`src/rtl/led_switch_panel.sv`:
```
// Board-level LED/switch controller: debounced switches pick an off/count/chase/mirror
// pattern advanced by a prescaled tick. Optional PWM dimming is enabled by LED_PWM_EN.
module led_switch_panel #(
   parameter int NUM_LEDS        = 7,
   parameter int NUM_SWITCHES    = 4,
   parameter int DEBOUNCE_CYCLES = 50000,
   parameter int TICK_DIV        = 1048576
) (
   input  logic                    SYSTEMCLOCK,
   input  logic                    PUSH_BUTTON_RESET_RAW,
   input  logic [NUM_SWITCHES-1:0] Switch_input,
`ifdef LED_PWM_EN
   input  logic [3:0]              brightness,
`endif
   output logic [NUM_LEDS-1:0]     LED_output,
   output logic [1:0]              mode_out,
   output logic                    tick_out
);

   localparam int DB_W     = $clog2(DEBOUNCE_CYCLES);
   localparam int PS_W     = $clog2(TICK_DIV);
   localparam int MIRROR_N = (NUM_LEDS < NUM_SWITCHES) ? NUM_LEDS : NUM_SWITCHES;

   localparam logic [DB_W-1:0] DB_LAST = DB_W'(DEBOUNCE_CYCLES - 1);
   localparam logic [PS_W-1:0] PS_LAST = PS_W'(TICK_DIV - 1);

   typedef enum logic [1:0] {
      MODE_OFF    = 2'b00,
      MODE_COUNT  = 2'b01,
      MODE_CHASE  = 2'b10,
      MODE_MIRROR = 2'b11
   } mode_e;

   function automatic logic [NUM_LEDS-1:0] count_step(input logic [NUM_LEDS-1:0] value,
                                                      input logic down);
      return down ? value - NUM_LEDS'(1) : value + NUM_LEDS'(1);
   endfunction

   function automatic logic [NUM_LEDS-1:0] rotate_one(input logic [NUM_LEDS-1:0] value,
                                                      input logic right);
      return right ? {value[0], value[NUM_LEDS-1:1]}
                   : {value[NUM_LEDS-2:0], value[NUM_LEDS-1]};
   endfunction

   logic                    clk;
   logic [1:0]              rst_sync;
   logic                    rst_n;

   logic [NUM_SWITCHES-1:0] sw_sync_p0;
   logic [NUM_SWITCHES-1:0] sw_sync_p1;
   logic [NUM_SWITCHES-1:0] sw_stable;
   logic [DB_W-1:0]         db_cnt [NUM_SWITCHES];

   mode_e                   state;
   mode_e                   next_state;
   logic                    mode_change;
   logic                    pause;
   logic                    reverse;

   logic [PS_W-1:0]         presc;
   logic                    wrap;
   logic                    tick;
   logic                    advance;

   logic [NUM_LEDS-1:0]     count;
   logic [NUM_LEDS-1:0]     chaser;
   logic [NUM_LEDS-1:0]     mirror;
   logic [NUM_LEDS-1:0]     pattern;
   logic [NUM_LEDS-1:0]     led_drive;

   assign clk = SYSTEMCLOCK;

   // Reset assertion is immediate; release is retimed so all logic leaves reset on one edge.
   always_ff @(posedge clk or negedge PUSH_BUTTON_RESET_RAW) begin
      if (!PUSH_BUTTON_RESET_RAW) begin
         rst_sync <= 2'b00;
      end else begin
         rst_sync <= {rst_sync[0], 1'b1};
      end
   end

   assign rst_n = rst_sync[1];

   // Stage p0/p1: metastability synchroniser on the raw pads
   always_ff @(posedge clk or negedge rst_n) begin
      if (!rst_n) begin
         sw_sync_p0 <= '0;
         sw_sync_p1 <= '0;
      end else begin
         sw_sync_p0 <= Switch_input;
         sw_sync_p1 <= sw_sync_p0;
      end
   end

   // A switch is accepted only after it disagrees with the stable value for DEBOUNCE_CYCLES cycles.
   always_ff @(posedge clk or negedge rst_n) begin
      if (!rst_n) begin
         sw_stable <= '0;
         for (int i = 0; i < NUM_SWITCHES; i++) begin
            db_cnt[i] <= '0;
         end
      end else begin
         for (int i = 0; i < NUM_SWITCHES; i++) begin
            if (sw_sync_p1[i] == sw_stable[i]) begin
               db_cnt[i] <= '0;
            end else if (db_cnt[i] == DB_LAST) begin
               sw_stable[i] <= sw_sync_p1[i];
               db_cnt[i]    <= '0;
            end else begin
               db_cnt[i] <= db_cnt[i] + DB_W'(1);
            end
         end
      end
   end

   assign pause   = sw_stable[2];
   assign reverse = sw_stable[3];

   always_ff @(posedge clk or negedge rst_n) begin
      if (!rst_n) begin
         state <= MODE_OFF;
      end else begin
         state <= next_state;
      end
   end

   assign wrap = (presc == PS_LAST);
   assign tick = wrap & ~pause;

   always_comb begin
      mirror                 = '0;
      mirror[MIRROR_N-1:0]   = sw_stable[MIRROR_N-1:0];
   end

   // A tick landing on the mode-change cycle is dropped so the restart value is what shows.
   always_comb begin
      next_state  = mode_e'(sw_stable[1:0]);
      mode_change = (next_state != state);
      advance     = 1'b0;
      pattern     = '0;
      case (state)
         MODE_COUNT: begin
            advance = tick & ~mode_change;
            pattern = count;
         end
         MODE_CHASE: begin
            advance = tick & ~mode_change;
            pattern = chaser;
         end
         MODE_MIRROR: begin
            pattern = mirror;
         end
         default: begin
            pattern = '0;
         end
      endcase
   end

   assign mode_out = state;

   always_ff @(posedge clk or negedge rst_n) begin
      if (!rst_n) begin
         presc <= '0;
      end else if (mode_change || wrap) begin
         presc <= '0;
      end else begin
         presc <= presc + PS_W'(1);
      end
   end

   always_ff @(posedge clk or negedge rst_n) begin
      if (!rst_n) begin
         count  <= '0;
         chaser <= NUM_LEDS'(1);
      end else if (mode_change) begin
         count  <= '0;
         chaser <= NUM_LEDS'(1);
      end else if (advance) begin
         if (state == MODE_COUNT) begin
            count <= count_step(count, reverse);
         end
         if (state == MODE_CHASE) begin
            chaser <= rotate_one(chaser, reverse);
         end
      end
   end

`ifdef LED_PWM_EN
   logic [3:0] pwm_cnt;

   always_ff @(posedge clk or negedge rst_n) begin
      if (!rst_n) begin
         pwm_cnt <= 4'd0;
      end else begin
         pwm_cnt <= pwm_cnt + 4'd1;
      end
   end

   assign led_drive = pattern & {NUM_LEDS{pwm_cnt < brightness}};
`else
   assign led_drive = pattern;
`endif

   // Output stage: registered LED drive and tick pulse
   always_ff @(posedge clk or negedge rst_n) begin
      if (!rst_n) begin
         LED_output <= '0;
         tick_out   <= 1'b0;
      end else begin
         LED_output <= led_drive;
         tick_out   <= advance;
      end
   end

endmodule

```
`config.mk`:
```
export PLATFORM = sky130hd
export DESIGN_NAME = led_switch_panel
export DESIGN_NICKNAME = d
export VERILOG_FILES = /design/src/rtl/led_switch_panel.sv
export SDC_FILE = /design/constraint.sdc
export NUM_CORES = 1
export LEC_CHECK = 0
export CORE_MARGIN = 3
export CORE_UTILIZATION = 55
export CTS_CLUSTER_SIZE = 16
export DETAILED_ROUTE_END_ITERATION = 16
export GPL_TIMING_DRIVEN = 1
export PLACE_DENSITY = 0.75
export SYNTH_ARGS = -nofsm -noshare
export SYNTH_HDL_FRONTEND = slang
export SYNTH_SLANG_ARGS = --single-unit
```
`constraint.sdc`:
```
create_clock -name SYSTEMCLOCK -period 3.6 [get_ports SYSTEMCLOCK]
set_input_delay 0.72 -clock SYSTEMCLOCK [delete_from_list [all_inputs] [get_ports SYSTEMCLOCK]]
set_output_delay 0.72 -clock SYSTEMCLOCK [all_outputs]
set_load 0.01 [all_outputs]
```
==> results.md <==
- Syn Inst Count: ~540
- Top post-synthesis cells by area: dfrtp_1 (52%), xor2_1 (6.8%), nor2_1 (6.6%)
- Pint: roughly 2.5 mW
- Distinct cells, synth: between 40 and 50
- Fin crit period: approximately 2.4 ns
- Max-Cap Viols: 0
- LEAKAGE: 2.990 nW
- Power per cell area: about 470 nW/um^2
- Via count: 3,847
- Sw power: approximately 620 uW
- Die Wd: roughly 110 um
- Crit Reg-Reg Startpoint: sw_stable[0]$_DFFE_PN0P_
- Worst IR Drop VDD: roughly 0.37 mV
- Synthesized net count: around 560
- PostCTS Resize Cnt: 0
- CTS Root Cell: clkbuf_8
- Hold Path Class: flip-flop to flip-flop
- Clock Skews: a little under 0.007 ns
- CP Cell Sequence: xor2_1 -> nor2_2 -> nand4_2 -> a211oi_1 -> a21oi_1
- Crit path largest cell delay: about 0.66 ns
- Rows: 36
- Number of global-route vias before repair: 3,828
- Worst-Margin Slew: 0.8163 ns
- Post-synthesis cell area: approximately 5800 um^2
- Max_slew headroom: a little under half
- Num CTS Buffers: 17
- Seq/Total Area, Yosys: 52.85%
- Crit path capture: chaser[0]$_DFFE_PN1P_
- Setup violations, final: 0
- Critical path peak fanout: 17
- Ys Warns: 0
- Net Sw Frac: 19.89%
- Pin count of the biggest net entering global routing: about 120
- Startpoint Class: flip-flop
- Max-slew violations: 0
- CTS Sinks: 122
- Core Footprint: around 10000 um^2
- Worst Path Required: approximately 4 ns
- Die height: 108.5 um
- Die area: 11,770 um^2
- Part of the power in registers: 45.1%
- First-pass GRT wire length: between 15,000 and 20,000 um
- Vias per Instance: approximately 5.4
- CTS max path bufs: 2
- Critical path class: flip-flop to flip-flop
- Iteration-0 DRC Markers: about 200
- RSZ-0062 raised after global routing: false
- IO Pins: 16
- Post-CTS Hold Buffers: 0
- Nets@finish: 587
- WL/cell: between 10 and 15 um
- Synth area leader: dfrtp_1
- Ant diodes: 0
- Final setup TNS: 0 ns
- Critical path startpoint: sw_stable[0]$_DFFE_PN0P_
- Pre-antenna DRT Iters: 4
- Max Fclk: approximately 410 MHz
- Postcts setup bufs: 0
- Reg2Reg Depth: 5
- Routed Antenna Nets: 0
- Routability cong.: about 0.8
- Starting Density: between 50% and 60%
- Avg Cell Area, Syn: approximately 11 um^2
- FF-to-FF End: chaser[0]$_DFFE_PN1P_
- Register-to-register setup slack: 1.16 ns
- Total track usage: 19.06%
- Share of layout cells above drive strength 1: 11.57%
- Initial antenna violation count: 0
- WP data arrival: ~2.9 ns
- Clock share of power: between 50% and 60%
- Worst setup EP type: flip-flop
- Clock slew at reported path FFs: approximately 0.05 ns
- Overflow after GRT: 0
- Final WL: a little under 10,000 um
- Cell area after layout: 6631 um^2
- Status: completed
- Combinational share of power: 2.0%
- IO buf count: 15
- Area growth syn-to-layout: 14.74%
- Final period util: about two thirds
- Register bit total from synthesis: 122
- Post-DP Area: between 6000 and 7000 um^2
- Post-DP HPWL: approximately 6500 um
- Final hold vios: 0
- Clock Latency Late Sink: slightly above 0.5 ns
- Synth top area share: 52.39%
- Max stage delay cell, worst path: nor2_2
- CTS tree: built
- H-Tree Depth: 4
- DRC Markers: 0
cell usage in the layout (no fill, tap or decap), drive strengths merged, types with 2 or more instances in the layout:
cell	instances
xor2	45
a22oi	3
a222oi	4
inv	12
nor4b	5
clkdlybuf4s50	15
o21bai	2
nor2	103
a21oi	6
nor3b	2
nor3	15
nand2	35
nand4	18
a211oi	3
o21ai	16
mux2	4
and3	22
mux2i	6
and2	2
clkinv	6
ha	14
nand3	38
and3b	2
clkbuf	23
bufinv	3
dfrtp	121
xnor2	40
and4	3
a21o	2
final cells by class:
| cell class | count | area (um^2) |
|---|---|---|
| fillers | 767 | 3368 |
| flip-flops and latches | 122 | 3058 |
| multi-input cells | 397 | 2615 |
| clock buffers | 23 | 456.7 |
| repair buffers | 16 | 170.2 |
| well taps | 133 | 166.4 |
| clock inverters | 9 | 120.1 |
| inverters | 12 | 45.04 |
per-layer routing:
metal	global-route usage, %	vias to the layer above	wire length [um]
met5	0	-	0
met4	7.304	0	116
met3	5.015	8	261
met2	30.49	45	4684
met1	24.94	1894	4806
li1	-	1900	-
power groups by stage:
| stage | sequential [mW] | clock [mW] | combinational [mW] |
|---|---|---|---|
| after floorplan | 1.44 | 0 | 0.0256 |
| after global routing | 1.40 | 1.74 | 0.0719 |
| final | 1.40 | 1.65 | 0.0615 |
| after detailed placement | 1.42 | 0 | 0.0639 |
| after CTS | 1.40 | 1.68 | 0.0645 |
| after global placement | 1.42 | 0 | 0.0624 |
cells by family (layout without fill, tap and decap cells):
group	Yosys count	after routing	synth area share, %
xor gates and xnor gates	85	85	12.88
other	1	1	0.06489
adders and majority gates	15	15	3.377
and+or+nand+nor	250	250	22.36
buffers and inverters	23	60	1.905
AOI/OAI and AO/OA	36	36	4.741
muxes	10	10	1.819
DFF	122	122	52.85
state kept, by name, summed over array words and instances, names as in the netlist, 4 cells and up:
signal      flops
sw_sync_p0      4
chaser          7
sw_stable       4
sw_sync_p1      4
db_cnt         64
count           7
LED_output      7
presc          20
worst min-delay path by stage:
stage | start | end | cells after the start
detailed placement | sw_sync_p0[0]$_DFF_PN0_ | sw_sync_p1[0]$_DFF_PN0_ | 0
global placement | sw_sync_p0[2]$_DFF_PN0_ | sw_sync_p1[2]$_DFF_PN0_ | 0
floorplan | rst_sync[0]$_DFF_PN0_ | rst_sync[1]$_DFF_PN0_ | 0
CTS | PUSH_BUTTON_RESET_RAW | rst_sync[1]$_DFF_PN0_ | 1
finish | sw_sync_p0[0]$_DFF_PN0_ | sw_sync_p1[0]$_DFF_PN0_ | 0
global route | PUSH_BUTTON_RESET_RAW | rst_sync[1]$_DFF_PN0_ | 1
synth_stat cells (all sizes together):
master  instances
a21oi           6
nor3b           2
or4             1
nand4          18
or2             1
buf             6
and4            3
inv            12
or3             1
ha             14
nor4            1
a222oi          4
xnor2          40
a21o            2
nand2          35
and2            2
nand3          38
fa              1
nor4b           5
and3           22
o21ai          16
a22oi           3
conb            1
and3b           2
mux2            4
nor3           15
a211oi          3
dfstp           1
o21bai          2
nor2b           1
dfrtp         121
mux2i           6
clkbuf          5
xor2           45
nor2          103
worst max-delay path, delay by kind of cell (launching register included):
family	cells	cell delay, ns
xor+xnor	1	0.20
flops	1	0.43
compound gates	2	0.46
simple gates	2	1.24
metrics by stage:
| step | power (mW) | hold WS [ns] | setup WS, ns | utilization [%] | cells |
|---|---|---|---|---|---|
| floorplan | 1.466 | 0.3311 | 1.566 | - | 542 |
| global placement | 1.486 | 0.3334 | 1.257 | 60.55 | 680 |
| detailed placement | 1.489 | 0.3355 | 1.140 | 60.55 | 680 |
| CTS | 3.144 | 0.3444 | 1.143 | 66.32 | 712 |
| global route | 3.216 | 0.3394 | 0.8861 | 66.32 | 712 |
| finish | 3.110 | 0.3463 | 1.163 | 66.32 | 712 |
(Power assumes the default switching activity.)
